==> src/rtl/mem_port_arbiter_pkg.sv <==
// ----------------------------------------------------------------------------
// mem_port_arbiter_pkg
//   Shared configuration for the unified-memory port arbiter: the default
//   data/address width, the default D-burst limit, and the arbiter state
//   encoding.
// ----------------------------------------------------------------------------
package mem_port_arbiter_pkg;

  // Default data/address width of the core.
  localparam int ARB_XLEN = 32;

  // Default number of consecutive D grants allowed while a fetch is waiting.
  localparam int ARB_MAX_D_BURST = 4;

  // Arbiter ownership state.
  typedef enum logic [1:0] {
    ARB_IDLE  = 2'd0,
    ARB_GNT_I = 2'd1,
    ARB_GNT_D = 2'd2
  } arb_state_e;

endpackage : mem_port_arbiter_pkg

==> src/rtl/mem_port_arbiter.sv <==
// ----------------------------------------------------------------------------
// mem_port_arbiter
//   Shares a single-ported unified instruction/data memory between the fetch
//   unit (I-port) and the memory-access stage (D-port). The winning request is
//   registered onto one memory handshake (one cycle of arbitration latency)
//   and the memory response is routed combinationally back to its owner.
//   D normally wins; a saturating counter forces a waiting fetch through after
//   MAX_D_BURST consecutive D grants. Fetches killed by a flush still complete
//   on the memory side but their response is suppressed.
//
// Ports
//   clk, rst            core clock, asynchronous active-high reset
//   if_req/if_addr      fetch request (held until if_ready or if_kill)
//   if_kill             flush pulse, cancels any outstanding fetch
//   if_ready/if_rdata   one-cycle fetch completion with instruction
//   d_req/d_we/d_wstrb/d_addr/d_wdata
//                       load/store request (held until d_ready)
//   d_ready/d_rdata     one-cycle data completion with load data
//   m_req/m_we/m_wstrb/m_addr/m_wdata
//                       registered memory request, held until m_ack
//   m_ack/m_rdata       memory completion pulse with read data
//   stall_if/stall_mem  stall requests to the fetch / memory stage
// ----------------------------------------------------------------------------
module mem_port_arbiter
  import mem_port_arbiter_pkg::*;
#(
  parameter int XLEN        = ARB_XLEN,
  parameter int MAX_D_BURST = ARB_MAX_D_BURST
) (
  input  logic            clk,
  input  logic            rst,
  // fetch port
  input  logic            if_req,
  input  logic [XLEN-1:0] if_addr,
  input  logic            if_kill,
  output logic            if_ready,
  output logic [XLEN-1:0] if_rdata,
  // data port
  input  logic            d_req,
  input  logic            d_we,
  input  logic [3:0]      d_wstrb,
  input  logic [XLEN-1:0] d_addr,
  input  logic [XLEN-1:0] d_wdata,
  output logic            d_ready,
  output logic [XLEN-1:0] d_rdata,
  // memory port
  output logic            m_req,
  output logic            m_we,
  output logic [3:0]      m_wstrb,
  output logic [XLEN-1:0] m_addr,
  output logic [XLEN-1:0] m_wdata,
  input  logic            m_ack,
  input  logic [XLEN-1:0] m_rdata,
  // stalls
  output logic            stall_if,
  output logic            stall_mem
);

  // Counter wide enough to hold MAX_D_BURST itself (the saturation value).
  localparam int               CNT_W   = $clog2(MAX_D_BURST + 1);
  localparam logic [CNT_W-1:0] CNT_MAX = CNT_W'(MAX_D_BURST);

  arb_state_e       state_q;
  logic [CNT_W-1:0] cnt_q;
  logic             kill_q;
  logic             m_req_q;
  logic             m_we_q;
  logic [3:0]       m_wstrb_q;
  logic [XLEN-1:0]  m_addr_q;
  logic [XLEN-1:0]  m_wdata_q;

  // Arbitration decision used only while idle. D has priority unless a fetch
  // has already waited through MAX_D_BURST D grants. A flush in the same
  // cycle blocks an I grant, since the fetch address is about to change.
  logic i_starved;
  logic sel_d;
  logic sel_i;

  assign i_starved = if_req & (cnt_q == CNT_MAX);
  assign sel_d     = d_req & ~i_starved;
  assign sel_i     = ~sel_d & if_req & ~if_kill;

  always_ff @(posedge clk or posedge rst) begin
    if (rst) begin
      state_q   <= ARB_IDLE;
      cnt_q     <= '0;
      kill_q    <= 1'b0;
      m_req_q   <= 1'b0;
      m_we_q    <= 1'b0;
      m_wstrb_q <= '0;
      m_addr_q  <= '0;
      m_wdata_q <= '0;
    end else begin
      case (state_q)
        ARB_IDLE: begin
          // m_ack here is a stray pulse and is deliberately ignored.
          if (sel_d) begin
            state_q   <= ARB_GNT_D;
            m_req_q   <= 1'b1;
            m_we_q    <= d_we;
            m_wstrb_q <= d_wstrb;
            m_addr_q  <= d_addr;
            m_wdata_q <= d_wdata;
            // Only D grants that make a fetch wait count toward starvation.
            if (if_req) begin
              if (cnt_q != CNT_MAX) begin
                cnt_q <= cnt_q + 1'b1;
              end
            end else begin
              cnt_q <= '0;
            end
          end else if (sel_i) begin
            state_q   <= ARB_GNT_I;
            m_req_q   <= 1'b1;
            m_we_q    <= 1'b0;
            m_wstrb_q <= '0;
            m_addr_q  <= if_addr;
            m_wdata_q <= '0;
            cnt_q     <= '0;
          end
        end

        ARB_GNT_I: begin
          // A flushed fetch still runs to completion on the memory side so
          // the handshake is never withdrawn; only the response is dropped.
          if (if_kill) begin
            kill_q <= 1'b1;
          end
          if (m_ack) begin
            m_req_q <= 1'b0;
            kill_q  <= 1'b0;
            state_q <= ARB_IDLE;
          end
        end

        ARB_GNT_D: begin
          if (m_ack) begin
            m_req_q <= 1'b0;
            state_q <= ARB_IDLE;
          end
        end

        default: begin
          m_req_q <= 1'b0;
          kill_q  <= 1'b0;
          state_q <= ARB_IDLE;
        end
      endcase
    end
  end

  assign m_req   = m_req_q;
  assign m_we    = m_we_q;
  assign m_wstrb = m_wstrb_q;
  assign m_addr  = m_addr_q;
  assign m_wdata = m_wdata_q;

  // Responses go straight back to the owner in the ack cycle. A kill seen in
  // the ack cycle itself must also suppress the fetch response.
  assign d_ready  = (state_q == ARB_GNT_D) & m_ack;
  assign if_ready = (state_q == ARB_GNT_I) & m_ack & ~kill_q & ~if_kill;
  assign d_rdata  = m_rdata;
  assign if_rdata = m_rdata;

  assign stall_if  = if_req & ~if_ready;
  assign stall_mem = d_req & ~d_ready;

endmodule : mem_port_arbiter

==> config.mk <==
export PLATFORM = sky130hd
export DESIGN_NAME = mem_port_arbiter
export DESIGN_NICKNAME = d
export VERILOG_FILES = /design/src/rtl/mem_port_arbiter_pkg.sv /design/src/rtl/mem_port_arbiter.sv
export SDC_FILE = /design/constraint.sdc
export NUM_CORES = 1
export LEC_CHECK = 0
export CAP_MARGIN = 20
export CORE_MARGIN = 2
export CORE_UTILIZATION = 36
export CTS_CLUSTER_SIZE = 16
export DETAILED_ROUTE_END_ITERATION = 6
export MAX_ROUTING_LAYER = met4
export PLACE_DENSITY = 0.81
export REMOVE_ABC_BUFFERS = 1
export SLEW_MARGIN = 20
export SYNTH_ARGS = -nofsm -noshare
export SYNTH_HDL_FRONTEND = slang
export SYNTH_SLANG_ARGS = --single-unit
==> constraint.sdc <==
create_clock -name clk -period 3.29 [get_ports clk]
set_input_delay 0.987 -clock clk [delete_from_list [all_inputs] [get_ports clk]]
set_output_delay 0.987 -clock clk [all_outputs]
set_load 0.005 [all_outputs]
### Word level (Yosys, flattened, before mapping)

Cells that the tools add are included.

| word-level totals | value |
|---|---|
| register bits after elaboration | 76 |
| output and inout bits | 138 |
| word-level logic and storage cells | 65 |

| operators by class | value |
|---|---|
| equal/unequal tests | 8 |
| bitwise gates (word level) | 17 |
| reductions and logical operators | 8 |
| add/subtract/negate cells | 1 |
| mux-type cells | 23 |

Operators by type and width:

| cell | count |
|---|---|
| $mux 32 | 4 |
| $mux 3 | 4 |
| $and 1x1->1 | 10 |
| $ne 3x3->1 const B | 3 |
| $mux 4 | 2 |
| $mux 1 | 7 |
| $not 1->1 | 7 |
| $mux 2 | 3 |
| $reduce_and 2->1 | 3 |
| $pmux 1 s2 | 2 |
| $pmux 2 s2 | 1 |
| $reduce_or 2->1 | 2 |
| $add 3x1->3 const B | 1 |
| $eq 3x3->1 const B | 1 |
| $ne 3x2->1 const B | 1 |
| $reduce_and 3->1 | 1 |
| $eq 2x1->1 const B | 1 |
| $eq 2x2->1 const B | 1 |
| $logic_not 2->1 | 1 |
| $ne 2x1->1 const B | 1 |
| $reduce_bool 2->1 | 1 |

### Logic depth before layout (Yosys ltp)

Gate-level depths: netlist of the first run.

| depth | value |
|---|---|
| depth in word-level cells | 10 |
| mapped depth | 7 |

### Worst setup path after synthesis of the first run

Ideal clock, no wire load.

| timing | value |
|---|---|
| path type | input port to output port |
| start point | input port d_req |
| end point | output port stall_mem |
| arrival time | 1.596 ns |
| cell stages on the path | 3 |
| slack | 0.707 ns |
| data required time | 2.303 ns |
| buffers on the path | 2 |
| cell sequence | buf_2 buf_1 nor2b_1 |

| between the ends | value |
|---|---|
| longest elaborated chain between the ends | 1 |

RTL lines:

| element | RTL line | RTL |
|---|---|---|
| start, declared | mem_port_arbiter.sv:39 | `input logic d_req,` |
| $and 1x1->1 | mem_port_arbiter.sv:166 | `assign stall_mem = d_req & ~d_ready;` |
| end, declared | mem_port_arbiter.sv:56 | `output logic stall_mem` |

Every way passes these cells.

### Final worst setup path of the first run

| timing | value |
|---|---|
| start point | input port m_ack |
| end point | output port if_ready |

| between the ends | value |
|---|---|
| longest elaborated chain between the ends | 3 |

RTL lines:

| element | RTL line | RTL |
|---|---|---|
| start, declared | mem_port_arbiter.sv:52 | `input logic m_ack,` |
| $and 1x1->1 (3 in a row) | mem_port_arbiter.sv:161 | `assign if_ready = (state_q == ARB_GNT_I) & m_ack & ~kill_q & ~if_kill;` |
| end, declared | mem_port_arbiter.sv:36 | `output logic if_ready,` |

Every way passes these cells.

==> results of run 1 <==
cell usage in the layout (no fill, tap or decap), types with 9 or more instances in the layout:
| cell | n |
|---|---|
| clkbuf_16 | 9 |
| nor2b_1 | 36 |
| a22o_1 | 38 |
| buf_4 | 11 |
| a221oi_2 | 9 |
| dfrtp_1 | 76 |
| clkdlybuf4s50_1 | 180 |
| a211oi_1 | 32 |
| a221oi_1 | 23 |
| inv_1 | 36 |
worst paths after layout:
| check | startpoint | to | slack [ns] | cells after the start |
|---|---|---|---|---|
| min | m_wdata[5] | m_wdata[5] | 0.50 | 1 |
| max in group asynchronous | rst | m_addr[14] | 1.76 | 3 |
| max reg2reg | cnt_q[0] | m_addr[21] | 1.23 | 5 |
| min reg2reg | m_wdata[5] | m_wdata[5] | 0.50 | 1 |
| min in group asynchronous | rst | m_wdata[31] | 0.97 | 2 |
| max | m_ack | if_ready | 0.05 | 4 |
synth_stat cells, drive strengths merged, types with 2 or more instances:
cell type / instances
buf: 79
dfrtp: 76
a22o: 38
inv: 37
nor2b: 36
a211oi: 32
a221oi: 32
clkbuf: 14
a21oi: 5
ha: 5
and2: 2
mux2: 2
nand2: 2
nand2b: 2
nand3: 2
metal layers:
metal  wire length (µm)  share of wire (%)  vias to the layer above  track usage, %
li1                   -                  -                     1514               -
met1               5830                 44                     1662            28.6
met2               5370                 40                      247            29.0
met3               2010                 15                        8            14.9
met4                 80               0.60                        0            3.75
met5                  0                  0                        -               -
per-stage QoR:
step	cells	total power [W]	worst slack, ns	hold slack (ns)
floorplan	284	0.00265	0.0307	0.492
global placement	616	0.00393	0.0213	0.489
CTS	632	0.00505	0.0129	0.507
finish	632	0.00500	0.0469	0.501
global route	632	0.00533	0.00903	0.518
detailed placement	616	0.00400	0.0301	0.490
state kept, by name, indices dropped and copies added (netlist names):
signal	cells
m_wdata	32
state_q	2
cnt_q	3
kill_q	1
m_we	1
m_req	1
m_wstrb	4
m_addr	32
power breakdown:
group | switching [W] | internal (W) | total [W]
combinational | 0.000925 | 0.00141 | 0.00233
sequential | 0.000257 | 0.00139 | 0.00164
clock | 0.000362 | 0.000663 | 0.00103
worst max-delay path: stages:
cell and delay, ns:
clkdlybuf4s50_1 0.50, nand2_1 0.08, nor3_2 0.15, clkdlybuf4s50_1 0.54
area by class of cell:
| class | instances | area share (%) |
|---|---|---|
| multi-input cells | 171 | 24.1 |
| repair buffers | 192 | 32.6 |
| inverters | 37 | 2.40 |
| flip-flops and latches | 76 | 32.5 |
| well taps | 140 | 3.00 |
| clock inverters | 6 | 1.52 |
| clock buffers | 10 | 3.92 |
kinds of logic after synthesis:
kind of cell | synth area share (%)
fa+ha+maj | 1.53
simple gates | 7.59
flops | 46.5
mux | 0.551
compound gates | 24.6
buf+inv | 19.1
repair_timing:
action / in CTS / in global routing
setup endpoints to repair: 0 / 2
resized for setup: 0 / 1
hold endpoints to repair: 0 / 0
==> run summary, run 1 <==
Routed via count = 3,431
Gp weighted congestion = 0.880
Die Y = 111 µm
HP Class = reg -> reg
Yosys top cell area share = 46.5%
Design area = 0.00585 mm²
Mean Syn Cell Area = 10.8 µm²
Initial core utilization = 37.4%
Worst EP required = 2.30 ns
Final design utilization = 53.5%
Arrival @ worst endpoint = 2.26 ns
Post-synth EDFFs = 0
N_diodes = 0
Post-CTS Repair Setup Buffers = 0
Clk pin slew, worst setup/hold paths = 0.05 ns
#FFs+latches synth = 76
Avg WL per Cell = 21.0 µm
Peak supply drop = 0.000382 V
Cts bufs inserted = 9
Vias in the first global route = 3,381
CTS max path bufs = 2
Slew headroom = 43.0%
Mapped cell area = 0.00409 mm²
Post-detail-place hpwl = 9990 µm
Slew @ Worst Pin = 0.855 ns
P_leak = 2.46 nW
Worst Path Max Fanout = 4
Hold Vio Cnt, Final = 0
Slew Limit Fails = 0
Setup CP Type = in -> out
DR iter-0 viols = 249
Syn Inst Count = 377
Clk_lat worst skew = 0.33 ns
Post-synth cell types = 33
Synth top area cells = dfrtp_1 47%, buf_4 12%, a22o_1 8.1%
Fillcell total = 928
Skew final = 0.00825 ns
Die Wd = 111 µm
Final period util = 98.6%
Yosys Warn Count = 0
Layout cells sized above 1 = 9.15%
First-pass GRT wire length = 20,400 µm
Area occupied by multi-input gates = 0.00141 mm²
Largest net degree at the start of global routing = 45
Row cnt = 38
Storage cell area = 0.00190 mm²
Syn-to-layout area delta = 43.1%
Final setup vio count = 0
Async set or reset register ratio after synthesis = 100%
Outcome = finished, final reports clean
Clock tree root buffer cell = clkbuf_16
Crit start category = input port
H-tree depth = 3
Sequential-to-total area share from yosys stat = 46.5%
Area leader, netlist = dfrtp_1
Max Cap Violations = 0
Drt drc = 0
Synth Flop Type = dfrtp_1
Gr usage total = 22.1%
Core area = 0.0109 mm²
Fmax = 308 MHz
GR Overflow Total = 0
Final ANT Viol Nets = 0
Total die area = 0.0122 mm²
RSZ-0062 raised after global routing = false
Top Ports = 277
Hold-fix buffers, CTS = 0
Placed Area = 0.00553 mm²
Critical Path End Type = primary output
Post-route setup TNS = 0 ns
Clock Sinks = 76
Antenna violations before repair = 0
DR vias/cell = 5.43
Final nets = 631
Pwr per Cell Area = 855 mW/mm²
Detailed Route WL = 13,300 µm
CTS tree = yes
I/O Buffers = 180
DRT Pass-1 Iters = 4
Period minus WS final = 3.24 ns
(Power assumes the default switching activity.)
==> run 2: changes to the inputs <==
--- a/config.mk
+++ b/config.mk
@@ -8,6 +8,7 @@
 export CAP_MARGIN = 20
 export CORE_MARGIN = 2
 export CORE_UTILIZATION = 36
+export CTS_CLUSTER_DIAMETER = 50
 export CTS_CLUSTER_SIZE = 16
 export DETAILED_ROUTE_END_ITERATION = 6
 export MAX_ROUTING_LAYER = met4
==> results of run 2 <==
Final layout, timing and power as in run 1 (identical DEF).
